### src/rtl/conv_code_pkg.sv
// conv_code_pkg: shared constants, FSM state type and generator helpers for the convolutional code
package conv_code_pkg;
  localparam int K_MIN = 3;
  localparam int K_MAX = 6;
  typedef enum logic [1:0] {IDLE, DATA, TAIL} enc_state_t;
  // Out-of-range constraint lengths fall back to the shortest code.
  function automatic logic [2:0] sanitize_k(input logic [2:0] k);
    return (k >= 3'(K_MIN) && k <= 3'(K_MAX)) ? k : 3'(K_MIN);
  endfunction
  // Returns {g0,g1}, each left-aligned in K_MAX bits so the MSB always taps the current input
  // and taps beyond K are zero.
  function automatic logic [2*K_MAX-1:0] gen_poly(input logic [2:0] k);
    return k == 3'd6 ? {6'o53, 6'o75} :
           k == 3'd5 ? {6'o46, 6'o72} :
           k == 3'd4 ? {6'o64, 6'o74} : {6'o70, 6'o50};
  endfunction
endpackage

### src/rtl/conv_encoder_sys_if.sv
// conv_encoder_sys_if: input bit stream, encoded symbol stream and status of the encoder
interface conv_encoder_sys_if;
  logic       in_bit;
  logic       in_valid;
  logic       in_ready;
  logic [2:0] choose_constraint_length;
  logic [1:0] encoded_bits;
  logic       out_valid;
  logic       out_ready;
  logic       out_last;
  logic       busy;
  modport master (output in_bit, in_valid, choose_constraint_length, out_ready,
                  input in_ready, encoded_bits, out_valid, out_last, busy);
  modport slave (input in_bit, in_valid, choose_constraint_length, out_ready,
                 output in_ready, encoded_bits, out_valid, out_last, busy);
endinterface

### src/rtl/conv_parity.sv
// conv_parity: two generator parities of a left-aligned tap vector for constraint length K
module conv_parity
  import conv_code_pkg::*;
(
  input  logic [K_MAX-1:0] i_taps,
  input  logic [2:0]       i_k,
  output logic [1:0]       o_bits
);
  logic [2*K_MAX-1:0] w_g;
  assign w_g = gen_poly(i_k);
  assign o_bits = {^(i_taps & w_g[2*K_MAX-1:K_MAX]), ^(i_taps & w_g[K_MAX-1:0])};
endmodule

### src/rtl/conv_encoder_sys.sv
// conv_encoder_sys: rate-1/2 framed convolutional encoder with zero-tail termination
module conv_encoder_sys
  import conv_code_pkg::*;
#(
  parameter int FRAME_LEN = 13
) (
  input logic clk,
  input logic rst,
  conv_encoder_sys_if.slave bus
);
  localparam int CW = $clog2(FRAME_LEN + 1);
  enc_state_t       r_state, w_next;
  logic [K_MAX-2:0] r_sr;
  logic [CW-1:0]    r_bit_cnt;
  logic [2:0]       r_tail_cnt, r_k, w_k;
  logic [1:0]       r_enc, w_enc;
  logic             r_valid, r_last;
  logic             w_slot_free, w_in_ready, w_busy, w_accept, w_tail_fire, w_last_bit, w_last_tail, w_bit;
  logic [K_MAX-1:0] w_taps;
  assign w_slot_free = !r_valid || bus.out_ready;
  assign w_accept    = bus.in_valid && w_in_ready;
  assign w_tail_fire = r_state == TAIL && w_slot_free;
  assign w_last_bit  = r_state == DATA && w_accept && r_bit_cnt == CW'(FRAME_LEN - 1);
  assign w_last_tail = w_tail_fire && r_tail_cnt == 3'd1;
  assign w_bit       = w_tail_fire ? 1'b0 : bus.in_bit;
  assign w_k         = r_state == IDLE ? sanitize_k(bus.choose_constraint_length) : r_k;
  // Tap vector {bit, sr[0], sr[1], ...}: the shift register is reversed into the low taps.
  always_comb begin
    w_taps = {w_bit, {(K_MAX-1){1'b0}}};
    for (int i = 0; i < K_MAX - 1; i++) w_taps[K_MAX-2-i] = r_sr[i];
  end
  conv_parity u_parity (.i_taps(w_taps), .i_k(w_k), .o_bits(w_enc));
  // FSM state register
  always_ff @(posedge clk) begin
    if (rst) r_state <= IDLE;
    else     r_state <= w_next;
  end
  // FSM next state: first bit opens a frame, last data bit enters the tail, last tail symbol closes it
  always_comb begin
    w_next = (r_state == IDLE && w_accept) ? DATA :
             w_last_bit                    ? TAIL :
             w_last_tail                   ? IDLE : r_state;
  end
  // FSM outputs: accept input only outside the tail and when the output slot is free or draining
  always_comb begin
    w_in_ready = !rst && r_state != TAIL && w_slot_free;
    w_busy     = r_state != IDLE || r_valid;
  end
  // Datapath: shift register, counters, latched K and the registered output symbol
  always_ff @(posedge clk) begin
    if (rst) begin
      r_sr       <= '0;
      r_bit_cnt  <= '0;
      r_tail_cnt <= '0;
      r_k        <= 3'(K_MIN);
      r_enc      <= '0;
      r_valid    <= 1'b0;
      r_last     <= 1'b0;
    end else begin
      if (w_accept) begin
        r_sr      <= {r_sr[K_MAX-3:0], bus.in_bit};
        r_bit_cnt <= w_last_bit ? '0 : r_bit_cnt + 1'b1;
      end
      if (r_state == IDLE && w_accept) r_k <= w_k;
      if (w_last_bit) r_tail_cnt <= r_k - 3'd1;
      if (w_tail_fire) begin
        r_sr       <= w_last_tail ? '0 : {r_sr[K_MAX-3:0], 1'b0};
        r_tail_cnt <= r_tail_cnt - 3'd1;
      end
      if (w_accept || w_tail_fire) begin
        r_enc   <= w_enc;
        r_valid <= 1'b1;
        r_last  <= w_last_tail;
      end else if (bus.out_ready) begin
        r_valid <= 1'b0;
        r_last  <= 1'b0;
      end
    end
  end
  assign bus.in_ready     = w_in_ready;
  assign bus.busy         = w_busy;
  assign bus.encoded_bits = r_enc;
  assign bus.out_valid    = r_valid;
  assign bus.out_last     = r_last;
endmodule

### src/flat_wrapper.sv
// flat-port wrapper written by rule: the top's interface ports become plain ports
module conv_encoder_sys_flat import conv_code_pkg::*;
#(
  parameter int FRAME_LEN = 13
)
  (clk, rst, bus_in_bit, bus_in_valid, bus_choose_constraint_length, bus_out_ready, bus_in_ready, bus_encoded_bits, bus_out_valid, bus_out_last, bus_busy);
  conv_encoder_sys_if bus_i ();
  input logic clk;
  input logic rst;
  input wire logic [$bits(bus_i.in_bit)-1:0] bus_in_bit;
  input wire logic [$bits(bus_i.in_valid)-1:0] bus_in_valid;
  input wire logic [$bits(bus_i.choose_constraint_length)-1:0] bus_choose_constraint_length;
  input wire logic [$bits(bus_i.out_ready)-1:0] bus_out_ready;
  output wire logic [$bits(bus_i.in_ready)-1:0] bus_in_ready;
  output wire logic [$bits(bus_i.encoded_bits)-1:0] bus_encoded_bits;
  output wire logic [$bits(bus_i.out_valid)-1:0] bus_out_valid;
  output wire logic [$bits(bus_i.out_last)-1:0] bus_out_last;
  output wire logic [$bits(bus_i.busy)-1:0] bus_busy;
  assign bus_i.in_bit = bus_in_bit;
  assign bus_i.in_valid = bus_in_valid;
  assign bus_i.choose_constraint_length = bus_choose_constraint_length;
  assign bus_i.out_ready = bus_out_ready;
  assign bus_in_ready = bus_i.in_ready;
  assign bus_encoded_bits = bus_i.encoded_bits;
  assign bus_out_valid = bus_i.out_valid;
  assign bus_out_last = bus_i.out_last;
  assign bus_busy = bus_i.busy;
  conv_encoder_sys #(.FRAME_LEN(FRAME_LEN)) u_core (.clk(clk), .rst(rst), .bus(bus_i));
endmodule
### config.mk
export PLATFORM = sky130hd
export DESIGN_NAME = conv_encoder_sys_flat
export DESIGN_NICKNAME = d
export VERILOG_FILES = /design/src/rtl/conv_code_pkg.sv /design/src/rtl/conv_encoder_sys_if.sv /design/src/rtl/conv_parity.sv /design/src/rtl/conv_encoder_sys.sv /design/src/flat_wrapper.sv
export SDC_FILE = /design/constraint.sdc
export NUM_CORES = 1
export LEC_CHECK = 0
export BUFFER_PORTS_ARGS = -buffer_cell sky130_fd_sc_hd__clkbuf_2
export CORE_MARGIN = 4
export CORE_UTILIZATION = 42
export CTS_CLUSTER_DIAMETER = 80
export CTS_CLUSTER_SIZE = 28
export DETAILED_ROUTE_END_ITERATION = 7
export HOLD_SLACK_MARGIN = 0.03
export PLACE_DENSITY_LB_ADDON = 0.2
export SYNTH_ARGS = -nofsm -noshare
export SYNTH_HDL_FRONTEND = slang
export SYNTH_SLANG_ARGS = --single-unit
### constraint.sdc
create_clock -name clk -period 2.4 [get_ports clk]
set_clock_uncertainty 0.05 [all_clocks]
set_input_delay 0.36 -clock clk [delete_from_list [all_inputs] [get_ports clk]]
set_output_delay 0.36 -clock clk [all_outputs]
set_load 0.01 [all_outputs]
After elaboration in Yosys (flattened, before gate mapping)
Index checks and enable logic that the tools add are counted.

storage, ports and cells
  register bits = 21
  output and inout bits = 6
  logic and storage cells = 66

cells by class
  $add $sub $neg = 3
  order comparisons = 2
  equality and inequality tests = 8
  muxes and demuxes = 18
  bitwise logic cells = 2
  reduce and logical (&&, ||, !) cells = 24

operators with widths
  kind                                                                count
  two-way mux 11 bit                                                  2
  two-way mux 5 bit                                                   3
  bitwise AND 6 bit                                                   2
  two-way mux 3 bit                                                   4
  parity 6 bit                                                        2
  two-way mux 10 bit                                                  1
  nonzero test 2 bit                                                  5
  equality test 3 bit (second input constant)                         3
  logical AND 1 bit                                                   9
  subtractor 3 x 1 -> 3 bit (second input constant)                   2
  two-way mux 1 bit                                                   5
  adder 4 x 1 -> 4 bit (second input constant)                        1
  equality test 4 bit (second input constant)                         1
  two-way mux 2 bit                                                   2
  two-way mux 4 bit                                                   1
  equality test 3 x 1 -> 1 bit (second input constant)                1
  greater-or-equal comparator 3 x 2 -> 1 bit (second input constant)  1
  <= comparator 3 bit (second input constant)                         1
  logical OR 1 bit                                                    3
  nonzero test 3 bit                                                  1
  equality test 2 x 1 -> 1 bit (second input constant)                1
  equality test 2 bit (second input constant)                         1
  logical NOT 1 bit                                                   2
  logical NOT 2 bit                                                   1
  other kinds (2)                                                     2

Longest topological paths before layout
  word-level depth = 10
  mapped depth = 9
  mapped depth without buffers = 8

Modules after synthesis
From an unflattened synthesis, not the netlist that was laid out.

unflattened totals
  cells, all modules = 148
  area total of the unflattened synthesis = 1253.7 µm²

by module, submodules not included
  module            instances  cells an instance  area an instance (µm²)  seq. area each (µm²)
  conv_encoder_sys  1          126                1106.1                  420.4
  conv_parity       1          22                 147.6                   0.0

Least setup slack after synthesis
Ideal clock, no wire load.

  path type = register to register
  start point = register u_core.r_state[0]
  end point = register u_core.r_enc[1] (netlist: u_core.bus.encoded_bits[1])
  library setup time = 0.062 ns
  arrival = 2.034 ns
  data required time = 2.288 ns
  slack = 0.253 ns
  cell stages (with the launch flop) = 9
  buffers on the path = 1
  path through = dfxtp_1 buf_6 or4b_4 a211oi_4 nor2_2 o21ai_2 xnor2_1 or4_1 nand3_1

on the way
  cells in the longest elaborated chain, start to end = 8

ends and longest elaborated chain
  item                    RTL line                text
  from (decl)             conv_encoder_sys.sv:12  enc_state_t r_state, w_next;
  from (signal assigned)  conv_encoder_sys.sv:36  else r_state <= w_next;
  logical NOT 2 bit       conv_encoder_sys.sv:26  assign w_k = r_state == IDLE ? sanitize_k(bus.choose_constraint_length) : r_k;
  two-way mux 3 bit       conv_encoder_sys.sv:26
  equality test 3 bit     conv_code_pkg.sv:15     k == 3'd4 ? {6'o64, 6'o74} : {6'o70, 6'o50};
  two-way mux 10 bit      conv_code_pkg.sv:15
  two-way mux 11 bit      conv_code_pkg.sv:14     k == 3'd5 ? {6'o46, 6'o72} :
  two-way mux 11 bit      conv_code_pkg.sv:13     return k == 3'd6 ? {6'o53, 6'o75} :
  bitwise AND 6 bit       conv_parity.sv:11       assign o_bits = {^(i_taps & w_g[2*K_MAX-1:K_MAX]), ^(i_taps & w_g[K_MAX-1:0])};
  parity 6 bit            conv_parity.sv:11
  to (signal assigned)    conv_encoder_sys.sv:71  r_enc <= w_enc;
  to (decl)               conv_encoder_sys.sv:16  logic [1:0] r_enc, w_enc;

Several ways; a longest one is shown, not always the timed one.
A chain may end at the register's enable or synchronous reset.

Worst setup path after layout
  start point = register u_core.r_state[1]
  end point = register u_core.r_enc[1] (netlist: u_core.bus.encoded_bits[1])

Same word-level chain as after synthesis.

==> impl_metrics.py <==
metrics = {
    "drt": {
        "drc_errors": 0,
        "via_per_inst": 5.50,
        "wl_per_cell_um": 12.9,
        "vias": 1045,
        "drt_iter0_markers": 38,
        "drtAntennaViolNets": 0,
        "totalWireLength_mm": 2.45,
        "firstDrtPassIters": 4,
    },
    "critical_path": {
        "crit_family": "simple AND/OR/NAND/NOR gates",
        "worstSetupEndpointType": "register",
        "ff2ff_path_depth": 7,
        "cp-start-kind": "register",
        "critPathRequiredTime_ns": 2.60,
        "crit_arrival_ns": 2.35,
        "slowest_stage": "or4b_4",
        "critPathBufInv": 0,
        "cpPeakStageDelay_ns": 0.57,
        "r2r_start": "u_core.r_state[1]",
        "r2r-end": "u_core.bus.encoded_bits[1]",
        "cp_num_cells": 7,
        "cp_max_fo": 5,
        "ff2ff_setup_slack_ns": 0.25,
        "critical_path_class": "register to register",
        "path_cells": "or4b_4, a211oi_4, nor2_2, o21ai_2, xnor2_1, or4_1, nand3_1",
        "crit_start": "u_core.r_state[1]",
    },
    "synth": {
        "yosys_register_bits": 21,
        "synth_cell_type_count": 41,
        "synth_edf_count": 0,
        "yosysWarningCount": 0,
        "syn_inst": 143,
        "syn_area_mm2": 0.00122,
        "netlist.area_leader.share_pct": 34.4,
        "synthTopCellsByArea": "dfxtp_1, a21oi_1, ha_1",
        "yosysSeqAreaShare_pct": 34.4,
        "synth_top_flop_cell": "dfxtp_1",
        "async_flop_share_pct": 0,
        "avgSynthCellArea_um2": 8.56,
        "syn_nets": 156,
        "yosys.area.top_type": "dfxtp_1",
    },
    "finish": {
        "area_growth_pct": 11.9,
        "diodes": 0,
        "final_nets": 173,
        "drive_gt1_share_pct": 20.1,
        "fin_area_mm2": 0.00137,
    },
    "sta": {
        "rsz0062_at_grt": "false",
        "hold_violations": 0,
        "tightest_slew_ns": 0.552,
        "tns_ns": 0,
        "drv_slew": 0,
        "period_minus_slack_ns": 2.15,
        "fin_crit_sh_pct": 89.4,
        "fmax_mhz": 466,
        "slew-limit-headroom_pct": 62.8,
        "finalSetupViolations": 0,
    },
    "floorplan": {
        "core_area_mm2": 0.00278,
        "fp-row-count": 19,
        "die_h_um": 62.0,
        "die_w_um": 62.0,
        "initial_core_util_pct": 44.0,
        "die_area_mm2": 0.00384,
        "ios": 14,
    },
    "clock_tree": {
        "clock_path_buffers": 2,
        "holdBufCountCts": 0,
        "h-tree-depth": 1,
        "ctsResizeCount": 0,
        "worst_skew_pair.late_latency_ns": 0.30,
        "path_clk_slew_ns": 0.11,
        "cts_setup_buffers": 0,
        "cts_sinks": 21,
        "cts_root_buffer": "clkbuf_4",
        "cts_made_buffers": 3,
        "cts_tree": "built",
    },
    "global_route": {
        "track_usage_pct": 14.9,
        "grt_pass1_wl_mm": 4.31,
        "overflow": 0,
        "antenna_found_initial": 0,
        "grt_pass1_vias": 991,
        "grt_max_degree": 25,
    },
    "power": {
        "swShare_pct": 26.5,
        "combinationalPowerShare_pct": 16.7,
        "powerDensity_mw_per_mm2": 472,
        "leakagePower_uw": 0.000578,
        "power_switching_uw": 171,
        "clkPwrFrac_pct": 26.1,
        "internal-power_uw": 475,
        "seq_power_share_pct": 57.2,
        "ir_drop_mv": 0.412,
    },
    "placed_design": {
        "place.gp.congestion": 0.736,
        "place_area_mm2": 0.00134,
        "dp_hpwl_mm": 1.90,
        "numPortBuffers": 13,
    },
    "worst_hold_path": {
        "min_path_type": "input port to register",
        "worstHoldStart": "bus_out_ready",
        "hold_end": "u_core.bus.out_last",
        "hold_depth": 3,
    },
    "outcome": {
        "status": "finished clean",
    },
    "job": {
        "cap_violations": 0,
    },
}
## flip-flops by register name, summed over array words and instances, names as in the netlist
signal / cells
u_core.r_state: 2
u_core.r_tail_cnt: 3
u_core.bus.out_valid: 1
u_core.r_k: 3
u_core.bus.out_last: 1
u_core.r_bit_cnt: 4
u_core.bus.encoded_bits: 2
u_core.r_sr: 5
## cells in the mapped netlist (2+ instances only)
cell	instances
a211oi_1	4
nand2_1	4
a21oi_1	13
nor3_1	4
nand3_1	2
o21ai_0	3
ha_1	5
a22oi_1	5
xor2_1	3
dfxtp_1	21
xnor2_1	5
clkbuf_1	7
nor2b_1	5
and3_1	2
inv_1	11
a211o_1	3
nand2b_1	4
mux2i_1	3
nor2_1	14
nand3b_1	4
## power groups by stage
| stage | registers, µW | clock network, µW | logic, µW |
|---|---|---|---|
| 2_1_floorplan | 376 | 0 | 75.1 |
| 3_3_place_gp | 377 | 0 | 106 |
| 3_5_place_dp | 377 | 0 | 109 |
| 4_1_cts | 369 | 177 | 110 |
| 5_1_grt | 372 | 195 | 120 |
| 6_report | 369 | 169 | 108 |
## logic make-up (layout without fill, tap and decap cells)
group / after synthesis / count (layout) / synth area share, %
and+or+nand+nor: 47 / 47 / 21.9
AOI/OAI and AO/OA: 38 / 38 / 22.1
DFF: 21 / 21 / 34.4
buffers and inverters: 20 / 36 / 7.06
xor gates and xnor gates: 9 / 9 / 7.06
adders and majority gates: 5 / 5 / 5.11
muxes: 3 / 3 / 2.45
## routing by layer
metal	vias to the layer above	global-route usage (%)	share of wire, %
met5	-	0	0
met4	0	2.73	0.49
met3	2	4.34	2.9
met2	11	26.0	51
met1	503	18.1	45
li1	529	-	-
## worst min-delay path: stages
cell and delay [ns]:
clkbuf_2 0.08, nand3b_1 0.10, a21oi_1 0.06
## layout by cell type (no fill, tap or decap), drive strengths merged, types with 5 or more instances in the layout
cell type / count
a211oi: 5
a21oi: 13
a22oi: 5
buf: 8
clkbuf: 17
dfxtp: 21
ha: 5
inv: 11
nor2: 15
nor2b: 5
xnor2: 6
## per-stage QoR
step	std cells	worst slack (ns)	hold WS (ns)	utilization, %	power (µW)
floorplan	143	0.253	0.399	-	451
global placement	186	0.215	0.423	48.3	483
detailed placement	186	0.189	0.434	48.3	486
CTS	190	0.240	0.275	49.2	656
global route	190	0.112	0.272	49.2	687
finish	190	0.254	0.280	49.2	646
## how the worst max path moves through the flow
| stage | slack, ns | end |
|---|---|---|
| 6_report | 0.25 | u_core.bus.encoded_bits[1] |
| 2_1_floorplan | 0.25 | u_core.bus.encoded_bits[1] |
| 3_3_place_gp | 0.21 | u_core.bus.encoded_bits[1] |
| 4_1_cts | 0.24 | u_core.bus.encoded_bits[1] |
| 5_1_grt | 0.11 | u_core.bus.encoded_bits[1] |
| 3_5_place_dp | 0.19 | u_core.bus.encoded_bits[1] |
## area by class of cell
class                   instances  area, µm²
clock buffers                   4       26.3
multi-input cells             102        717
fillers                       292       1410
well taps                      31       38.8
flip-flops and latches         21        420
repair buffers                 21        125
inverters                      11       41.3
Note: power is estimated with default switching activity, not from simulation.
